<file path="src/rtl/uart_pkg.sv">
// Shared UART constants: parity encodings and default frame/oversampling settings.
// Used by the transmitter, receiver, baud generator and the receive FIFO.
package uart_pkg;

  typedef enum logic [1:0] {
    PARITY_NONE = 2'd0,
    PARITY_ODD  = 2'd1,
    PARITY_EVEN = 2'd2
  } parity_e;

  localparam int DEFAULT_DATA_WD    = 8;
  localparam int DEFAULT_OVERSAMPLE = 16;

  function automatic parity_e decode_parity(input logic [1:0] enc);
    case (enc)
      2'd1:    return PARITY_ODD;
      2'd2:    return PARITY_EVEN;
      default: return PARITY_NONE;
    endcase
  endfunction

endpackage

</file>
<file path="src/rtl/uart_sync_fifo.sv">
// Generic DEPTH x DATA_WD first-word-fall-through FIFO.
// A registered head word is loaded from the array or bypassed from the write port.
module uart_sync_fifo #(
  parameter int DATA_WD = 8,
  parameter int DEPTH   = 16
) (
  input  logic                       clk,
  input  logic                       rst_n,
  input  logic                       i_wr_en,
  input  logic [DATA_WD-1:0]         i_wr_data,
  input  logic                       i_rd_en,
  output logic [DATA_WD-1:0]         o_rd_data,
  output logic                       o_empty,
  output logic                       o_full,
  output logic [$clog2(DEPTH+1)-1:0] o_level
);

  localparam int AW = $clog2(DEPTH);
  localparam int PW = AW + 1;
  localparam int LW = $clog2(DEPTH+1);

  logic [DATA_WD-1:0] r_mem [DEPTH];
  logic [PW-1:0]      r_wr_ptr;
  logic [PW-1:0]      r_rd_ptr;
  logic [DATA_WD-1:0] r_rd_data;

  logic               w_empty;
  logic               w_full;
  logic               w_wr;
  logic               w_rd;
  logic [PW-1:0]      w_rd_ptr_next;
  logic [PW-1:0]      w_diff;

  assign w_empty = (r_wr_ptr == r_rd_ptr);
  assign w_full  = (r_wr_ptr[AW] != r_rd_ptr[AW]) &&
                   (r_wr_ptr[AW-1:0] == r_rd_ptr[AW-1:0]);
  assign w_rd    = i_rd_en & ~w_empty;
  // A simultaneous pop frees a slot, so a write into a full FIFO is legal then.
  assign w_wr    = i_wr_en & (~w_full | w_rd);

  assign w_rd_ptr_next = w_rd ? (r_rd_ptr + PW'(1)) : r_rd_ptr;
  assign w_diff        = r_wr_ptr - r_rd_ptr;

  always_ff @(posedge clk) begin
    if (w_wr) begin
      r_mem[r_wr_ptr[AW-1:0]] <= i_wr_data;
    end
  end

  always_ff @(posedge clk or negedge rst_n) begin
    if (!rst_n) begin
      r_wr_ptr  <= '0;
      r_rd_ptr  <= '0;
      r_rd_data <= '0;
    end else begin
      if (w_wr) begin
        r_wr_ptr <= r_wr_ptr + PW'(1);
      end
      r_rd_ptr <= w_rd_ptr_next;
      // New head is either the word being written now or one already in the array;
      // when the FIFO drains the head keeps its last value.
      if (w_wr && (r_wr_ptr == w_rd_ptr_next)) begin
        r_rd_data <= i_wr_data;
      end else if (w_rd_ptr_next != r_wr_ptr) begin
        r_rd_data <= r_mem[w_rd_ptr_next[AW-1:0]];
      end
    end
  end

  assign o_rd_data = r_rd_data;
  assign o_empty   = w_empty;
  assign o_full    = w_full;
  assign o_level   = LW'(w_diff);

endmodule

</file>
<file path="src/rtl/uart_rx_fifo.sv">
// UART receive buffer: one push per rx_done rising edge, sticky overrun flag.
// Define UART_RX_FIFO_ERR_CNT_EN to add saturating framing/parity error counters.
module uart_rx_fifo
  import uart_pkg::*;
#(
  parameter int DATA_WD  = DEFAULT_DATA_WD,
  parameter int DEPTH    = 16,
  parameter int AF_LEVEL = 12,
  parameter int CNT_WD   = 8
) (
  input  logic                       clk,
  input  logic                       rst_n,
  input  logic                       rx_done,
  input  logic [DATA_WD-1:0]         rx_dout,
  input  logic                       rx_frame_err,
  input  logic                       rx_parity_err,
  input  logic                       rd_en,
  output logic [DATA_WD-1:0]         rd_data,
  output logic                       empty,
  output logic                       full,
  output logic                       almost_full,
  output logic [$clog2(DEPTH+1)-1:0] level,
  output logic                       overrun,
`ifdef UART_RX_FIFO_ERR_CNT_EN
  output logic [CNT_WD-1:0]          frame_err_cnt,
  output logic [CNT_WD-1:0]          parity_err_cnt,
  input  logic                       err_cnt_clr,
`endif
  input  logic                       ovr_clr
);

  localparam int LW = $clog2(DEPTH+1);
  localparam logic [LW-1:0] AF_LVL = LW'(AF_LEVEL);

  logic r_rx_done_q;
  logic r_overrun;
  logic w_push;
  logic w_pop;
  logic w_drop;

  assign w_push = rx_done & ~r_rx_done_q;
  assign w_pop  = rd_en & ~empty;
  assign w_drop = w_push & full & ~w_pop;

  always_ff @(posedge clk or negedge rst_n) begin
    if (!rst_n) begin
      r_rx_done_q <= 1'b0;
      r_overrun   <= 1'b0;
    end else begin
      r_rx_done_q <= rx_done;
      if (w_drop) begin
        r_overrun <= 1'b1;
      end else if (ovr_clr) begin
        r_overrun <= 1'b0;
      end
    end
  end

  uart_sync_fifo #(
    .DATA_WD (DATA_WD),
    .DEPTH   (DEPTH)
  ) u_fifo (
    .clk       (clk),
    .rst_n     (rst_n),
    .i_wr_en   (w_push),
    .i_wr_data (rx_dout),
    .i_rd_en   (rd_en),
    .o_rd_data (rd_data),
    .o_empty   (empty),
    .o_full    (full),
    .o_level   (level)
  );

  assign almost_full = (level >= AF_LVL);
  assign overrun     = r_overrun;

`ifdef UART_RX_FIFO_ERR_CNT_EN
  logic              r_frame_err_q;
  logic              r_parity_err_q;
  logic [CNT_WD-1:0] r_frame_err_cnt;
  logic [CNT_WD-1:0] r_parity_err_cnt;
  logic              w_frame_evt;
  logic              w_parity_evt;

  assign w_frame_evt  = rx_frame_err & ~r_frame_err_q;
  assign w_parity_evt = rx_parity_err & ~r_parity_err_q;

  // A clear coinciding with an event leaves the event counted.
  always_ff @(posedge clk or negedge rst_n) begin
    if (!rst_n) begin
      r_frame_err_q    <= 1'b0;
      r_parity_err_q   <= 1'b0;
      r_frame_err_cnt  <= '0;
      r_parity_err_cnt <= '0;
    end else begin
      r_frame_err_q  <= rx_frame_err;
      r_parity_err_q <= rx_parity_err;
      if (err_cnt_clr) begin
        r_frame_err_cnt <= w_frame_evt ? CNT_WD'(1) : '0;
      end else if (w_frame_evt && (r_frame_err_cnt != {CNT_WD{1'b1}})) begin
        r_frame_err_cnt <= r_frame_err_cnt + CNT_WD'(1);
      end
      if (err_cnt_clr) begin
        r_parity_err_cnt <= w_parity_evt ? CNT_WD'(1) : '0;
      end else if (w_parity_evt && (r_parity_err_cnt != {CNT_WD{1'b1}})) begin
        r_parity_err_cnt <= r_parity_err_cnt + CNT_WD'(1);
      end
    end
  end

  assign frame_err_cnt  = r_frame_err_cnt;
  assign parity_err_cnt = r_parity_err_cnt;
`else
  logic w_unused;
  assign w_unused = &{1'b0, rx_frame_err, rx_parity_err, CNT_WD[0]};
`endif

endmodule

</file>
<file path="config.mk">
export PLATFORM = sky130hd
export DESIGN_NAME = uart_rx_fifo
export DESIGN_NICKNAME = d
export VERILOG_FILES = /design/src/rtl/uart_pkg.sv /design/src/rtl/uart_sync_fifo.sv /design/src/rtl/uart_rx_fifo.sv
export SDC_FILE = /design/constraint.sdc
export NUM_CORES = 1
export LEC_CHECK = 0
export BUFFER_PORTS_ARGS = -buffer_cell sky130_fd_sc_hd__buf_2
export CAP_MARGIN = 30
export CORE_ASPECT_RATIO = 1.25
export CORE_MARGIN = 2
export CORE_UTILIZATION = 55
export CTS_CLUSTER_DIAMETER = 150
export DETAILED_ROUTE_END_ITERATION = 10
export PLACE_DENSITY = 0.73
export RECOVER_POWER = 100
export SYNTH_ARGS = -nofsm -noshare
export SYNTH_HDL_FRONTEND = slang
export SYNTH_HIERARCHICAL = 1
export SYNTH_SLANG_ARGS = --single-unit
</file>
<file path="constraint.sdc">
create_clock -name clk -period 6.6 [get_ports clk]
set_input_delay 0.99 -clock clk [delete_from_list [all_inputs] [get_ports clk]]
set_output_delay 0.99 -clock clk [all_outputs]
set_load 0.05 [all_outputs]
</file>
Word level (Yosys, flattened, before mapping)

Memory sizes are Yosys's and may differ from the RTL's.
Index checks and enable logic that the tools add are counted.

Flip-flop bits (word level): 20
RAM bits: 128
Input port bits: 15
Output and inout bits: 17
Word-level logic and storage cells: 36
Memories: 1

Memory list:

| memory       | depth | bits a word | rd ports | clocked after Yosys merged registers in | write ports | RTL line             | RTL |
|---|---|---|---|---|---|---|---|
| u_fifo.r_mem | 16    | 8           | 1        | 0                                       | 1           | uart_sync_fifo.sv:22 | `logic [DATA_WD-1:0] r_mem [DEPTH];` |

$add $sub $neg: 3
$lt $le $gt $ge: 1
Equality and inequality tests: 5
Multiplexer cells: 7
Bitwise logic cells: 10
Reduce and logical (&&, ||, !) cells: 4

Operators by type and width:

| kind                | count |
|---|---|
| $mux 8              | 2 |
| $add 5x1->5 const B | 2 |
| $eq 5x5->1          | 2 |
| $and 1x1->1         | 5 |
| $ge 5x4->1 const B  | 1 |
| $mux 5              | 1 |
| $ne 5x5->1          | 1 |
| $sub 5x5->5         | 1 |
| $eq 4x4->1          | 1 |
| $mux 1              | 4 |
| $not 1->1           | 4 |
| $reduce_bool 2->1   | 2 |
| $logic_and 1x1->1   | 2 |
| $ne 1x1->1          | 1 |
| $or 1x1->1          | 1 |

Logic depth before layout (Yosys ltp)

Depth after elaboration: 7
Depth in mapped cells: 11
Mapped depth without buffers: 10

Cells and area by module

The synthesis kept the hierarchy.

Modules (own cells, without submodules):

| module         | instances | cells an instance | area an instance (um2) | seq. area each (um2) |
|---|---|---|---|---|
| uart_sync_fifo | 1         | 306               | 6113.4                 | 4294.1 |
| uart_rx_fifo   | 1         | 7                 | 91.3                   | 50.0 |

Worst setup path before layout

OpenSTA, ideal clock, no wires.

Path kind: register -> output
From: reg u_fifo.r_wr_ptr[0]
To: out almost_full
Arrival: 2.561 ns
Data required time: 5.610 ns
Slack: 3.049 ns
Cell stages (with the launch flop): 9
Buffers on the path: 0
Cell sequence: dfrtp_1 -> inv_1 -> ha_1 -> fa_1 -> inv_1 -> a21o_1 -> a21oi_1 -> xor2_1 -> a21o_1

Longest elaborated chain between the ends: 2

RTL lines:

| item                     | RTL line             | RTL |
|---|---|---|
| start: declaration       | uart_sync_fifo.sv:23 | `logic [PW-1:0] r_wr_ptr;` |
| start signal: assignment | uart_sync_fifo.sv:57 | `r_wr_ptr <= r_wr_ptr + PW'(1);` |
| $sub 5x5->5              | uart_sync_fifo.sv:42 | `assign w_diff = r_wr_ptr - r_rd_ptr;` |
| named net level[4]       | uart_rx_fifo.sv:22   | `output logic [$clog2(DEPTH+1)-1:0] level,` |
| $ge 5x4->1               | uart_rx_fifo.sv:74   | `assign almost_full = (level >= AF_LVL);` |
| end: declaration         | uart_rx_fifo.sv:21   | `output logic almost_full,` |

The timed path passes the listed nets, and every way through them passes these cells.

Worst setup path in the final report

From: reg u_fifo.r_rd_ptr[2]
To: reg u_fifo.r_rd_data[2] (netlist: u_fifo/o_rd_data[2])

Longest elaborated chain between the ends: 7
Elaborated cells between the ends (all ways): 17
Classes of those cells: add/sub: 1; eq/ne: 4; mux: 3; bitwise: 5; reduce/logical: 3; memory: 1

RTL lines:

| item                                                                 | RTL line             | RTL |
|---|---|---|
| start: declaration                                                   | uart_sync_fifo.sv:24 | `logic [PW-1:0] r_rd_ptr;` |
| start signal: assignment                                             | uart_sync_fifo.sv:59 | `r_rd_ptr <= w_rd_ptr_next;` |
| parallel branches: the longest is 7 deep, another holds $mem_v2 16x8 | -                    |  |
| end signal: assignment                                               | uart_sync_fifo.sv:63 | `r_rd_data <= i_wr_data;` |
| end signal: assignment                                               | uart_sync_fifo.sv:65 | `r_rd_data <= r_mem[w_rd_ptr_next[AW-1:0]];` |
| end: declaration                                                     | uart_sync_fifo.sv:25 | `logic [DATA_WD-1:0] r_rd_data;` |

Parallel ways; which one is timed is not known. The select of a mux whose other input is x is not followed.
A chain may end at the register's enable or synchronous reset.

==> metrics.md <==
| Metric | Value |
|---|---|
| Status | `complete, but fails checks` |
| Failing checks | `capacitance limit, slew limit` |
| Root Driver | `clkbuf_16` |
| WL final | `12100 µm` |
| Hold Path Class | `reg2reg` |
| Worst Hold End | `overrun` |
| Yosys reg bits | `148` |
| GP Congestion | `0.804` |
| CTS H-tree depth | `4` |
| Synthesized area per cell | `19.8 µm²` |
| Period utilisation layout | `0.701` |
| Layout net count | `380` |
| Clock Sink Count | `148` |
| Synth Cell Area | `6200 µm²` |
| Critical Path AT | `4900 ps` |
| Slew Viols, Final | `35` |
| CTS Buffer Depth | `2` |
| Total CTS buffers | `17` |
| Netlist cell types | `42` |
| Launch point of the worst reg-to-reg path | `u_fifo/r_rd_ptr[2]` |
| Crit Path Category | `reg2reg` |
| Area delta synth->final | `13.3%` |
| CTS hold repair buffers | `0` |
| DRT antenna net count | `0` |
| Via count | `3092` |
| Worst Path Max Fanout | `34` |
| WP data required | `6880 ps` |
| Setup TNS | `0 ps` |
| Die Height | `123 µm` |
| Reg2reg setup slack | `1970 ps` |
| ANT cells | `0` |
| Core area | `11000 µm²` |
| Final Hold Vio Count | `0` |
| Chip Width | `99 µm` |
| Post-CTS repair timing setup buffer count | `0` |
| IO Pins | `32` |
| Setup violations, final | `0` |
| Worst hold start | `overrun` |
| Max-Cap Viols | `1` |
| Routed WL per cell | `24.1 µm` |
| Rows | `43` |
| DR pass1 iterations | `4` |
| R2r endpoint | `u_fifo/o_rd_data[2]` |
| Synth warn | `6` |
| Die Area | `12200 µm²` |
| IO buf count | `29` |
| GRT overflow | `0` |
| Syn_nets | `338` |
| Fraction of layout cells with a size suffix above 1 | `0.179` |
| FF-to-FF path depth | `10` |
| Initial antenna violation count | `0` |
| Fmax | `216 MHz` |
| Worst Tran Pin Value | `2200 ps` |
| Detail Placement HPWL | `7720 µm` |
| Seq/Total Area, Yosys | `0.700` |
| DRC Markers | `0` |
| Initial core utilization | `0.563` |
| RSZ-0062 raised after global routing | `no` |
| Relative slew slack | `-0.468` |
| Element type at the critical path start | `register` |
| Worst Setup SP | `u_fifo/r_rd_ptr[2]` |
| Largest net degree at the start of global routing | `35` |
| Setup Skew | `10.1 ps` |
| Fin crit period | `4630 ps` |
| Clock latency on the worst-skew pair | `420 ps` |
| Vias per cell | `6.15` |
| Global Route Usage Sum | `0.215` |
| Post-synthesis cell count | `313` |
| Crit. End Element | `register` |
| Initial DRC count | `157` |
| Global-route wire length before repair | `18300 µm` |
| Post-CTS Resized | `0` |
| Number of global-route vias before repair | `3065` |
| Hold path cells | `1` |
| Worst hold slack | `503 ps` |
| TritonCTS clock tree | `yes` |
| Clock-pin transition on the worst setup and hold timing paths | `60 ps` |
-- state kept, by name, summed over array words and instances, names as in the netlist --
| signal | flops |
|---|---|
| u_fifo/r_mem | 128 |
| u_fifo/o_rd_data | 8 |
| u_fifo/r_rd_ptr | 5 |
| u_fifo/r_wr_ptr | 5 |
| overrun | 1 |
| r_rx_done_q | 1 |
-- routing by layer --
layer  up-vias  wire (µm)  global-route usage
met4         0        250              0.0813
met5         -          0                   0
met1      1612       4810               0.278
li1       1345          -                   -
met3        16        823              0.0592
met2       119       6250               0.353
-- Yosys cell counts --
cell type    n  area share
edfxtp_1   128        0.62
mux4_2      24       0.087
dfrtp_1     20       0.081
and2_1      19       0.019
mux2i_1     17       0.027
inv_1       13      0.0079
ha_1         9       0.018
a22o_1       8       0.011
mux4_1       8       0.034
xnor2_1      8       0.011
a221oi_1     6      0.0085
xor2_1       5      0.0071
nand2_1      4      0.0024
nor2_1       4      0.0024
a21o_1       3      0.0036
buf_2        3      0.0024
a21oi_1      2      0.0016
a221oi_2     2      0.0048
buf_12       2      0.0065
buf_4        2      0.0024
clkbuf_1     2      0.0012
nand4_1      2      0.0020
o21ai_0      2      0.0016
xnor2_2      2      0.0052
a32o_1       1      0.0016
and3_1       1      0.0010
buf_1        1     0.00060
fa_1         1      0.0032
nand2b_1     1      0.0010
nand3_2      1      0.0016
nor2b_4      1      0.0022
nor3_1       1     0.00081
nor3_4       1      0.0026
nor3b_1      1      0.0012
o2111ai_1    1      0.0014
o211ai_1     1      0.0012
o21a_1       1      0.0012
o21ai_4      1      0.0026
or2b_1       1      0.0012
or3_2        1      0.0012
xor2_2       1      0.0026
xor2_4       1      0.0044
-- worst max-delay path: stages, from the launching register on --
cell and delay (ps):
dfrtp_1 460, inv_1 110, ha_1 360, nand4_1 230
o211ai_1 420, xnor2_4 150, clkbuf_1 1580, mux4_1 480
a22o_1 280, a221oi_1 280, mux2i_1 120
-- cells by family (layout without fill, tap and decap cells) --
kind of cell,after synthesis,in the layout,synth area share
flip-flops,148,148,0.700
multiplexers,49,49,0.148
AND/OR/NAND/NOR,38,38,0.0389
AO/OA/AOI/OAI,28,28,0.0395
buffers and inverters,23,78,0.0210
XOR/XNOR,17,17,0.0307
adder cells (fa/ha/maj),10,10,0.0214
-- placed cells by master (no fill, tap or decap), drive strengths merged, types with 2 or more instances in the layout --
cell type,Yosys,routed
edfxtp,128,128
clkbuf,2,49
mux4,32,32
dfrtp,20,20
and2,19,19
mux2i,17,17
inv,13,13
xnor2,10,10
ha,9,9
a22o,8,8
a221oi,8,8
xor2,7,7
clkinv,0,6
clkinvlp,0,4
nor2,4,4
nand2,4,4
a21o,3,3
bufinv,0,3
o21ai,3,3
buf,8,3
nand4,2,2
a21oi,2,2
nor3,2,2
-- how the worst max path moves through the flow --
| stage | end | slack [ps] | cells past startpoint |
|---|---|---|---|
| floorplan | almost_full | 3050 | 8 |
| global placement | u_fifo/o_rd_data[2] | 2510 | 10 |
| detailed placement | u_fifo/o_rd_data[0] | 3110 | 10 |
| CTS | u_fifo/o_rd_data[4] | 3130 | 10 |
| global route | u_fifo/o_rd_data[3] | 1710 | 10 |
| finish | u_fifo/o_rd_data[2] | 1970 | 10 |
-- cell type report --
cell class	count	area, µm²
Sequential cell	148	4340
Fill cell	763	4000
Multi-Input combinational cell	142	1730
Clock buffer	19	433
Tap cell	135	169
Clock inverter	13	160
Timing Repair Buffer	33	143
Inverter	13	48.8
-- through the flow --
stage | utilization | cells | setup slack [ps] | instance area, µm²
global route | 0.637 | 503 | 1710 | 7030
detailed placement | 0.589 | 471 | 3110 | 6490
CTS | 0.642 | 503 | 3130 | 7080
floorplan | - | 313 | 3050 | 6200
finish | 0.637 | 503 | 1970 | 7030
global placement | 0.587 | 470 | 2510 | 6470
Power is not shown: default switching activity piles up to over one toggle a cycle in this logic, so the estimate is an artifact.
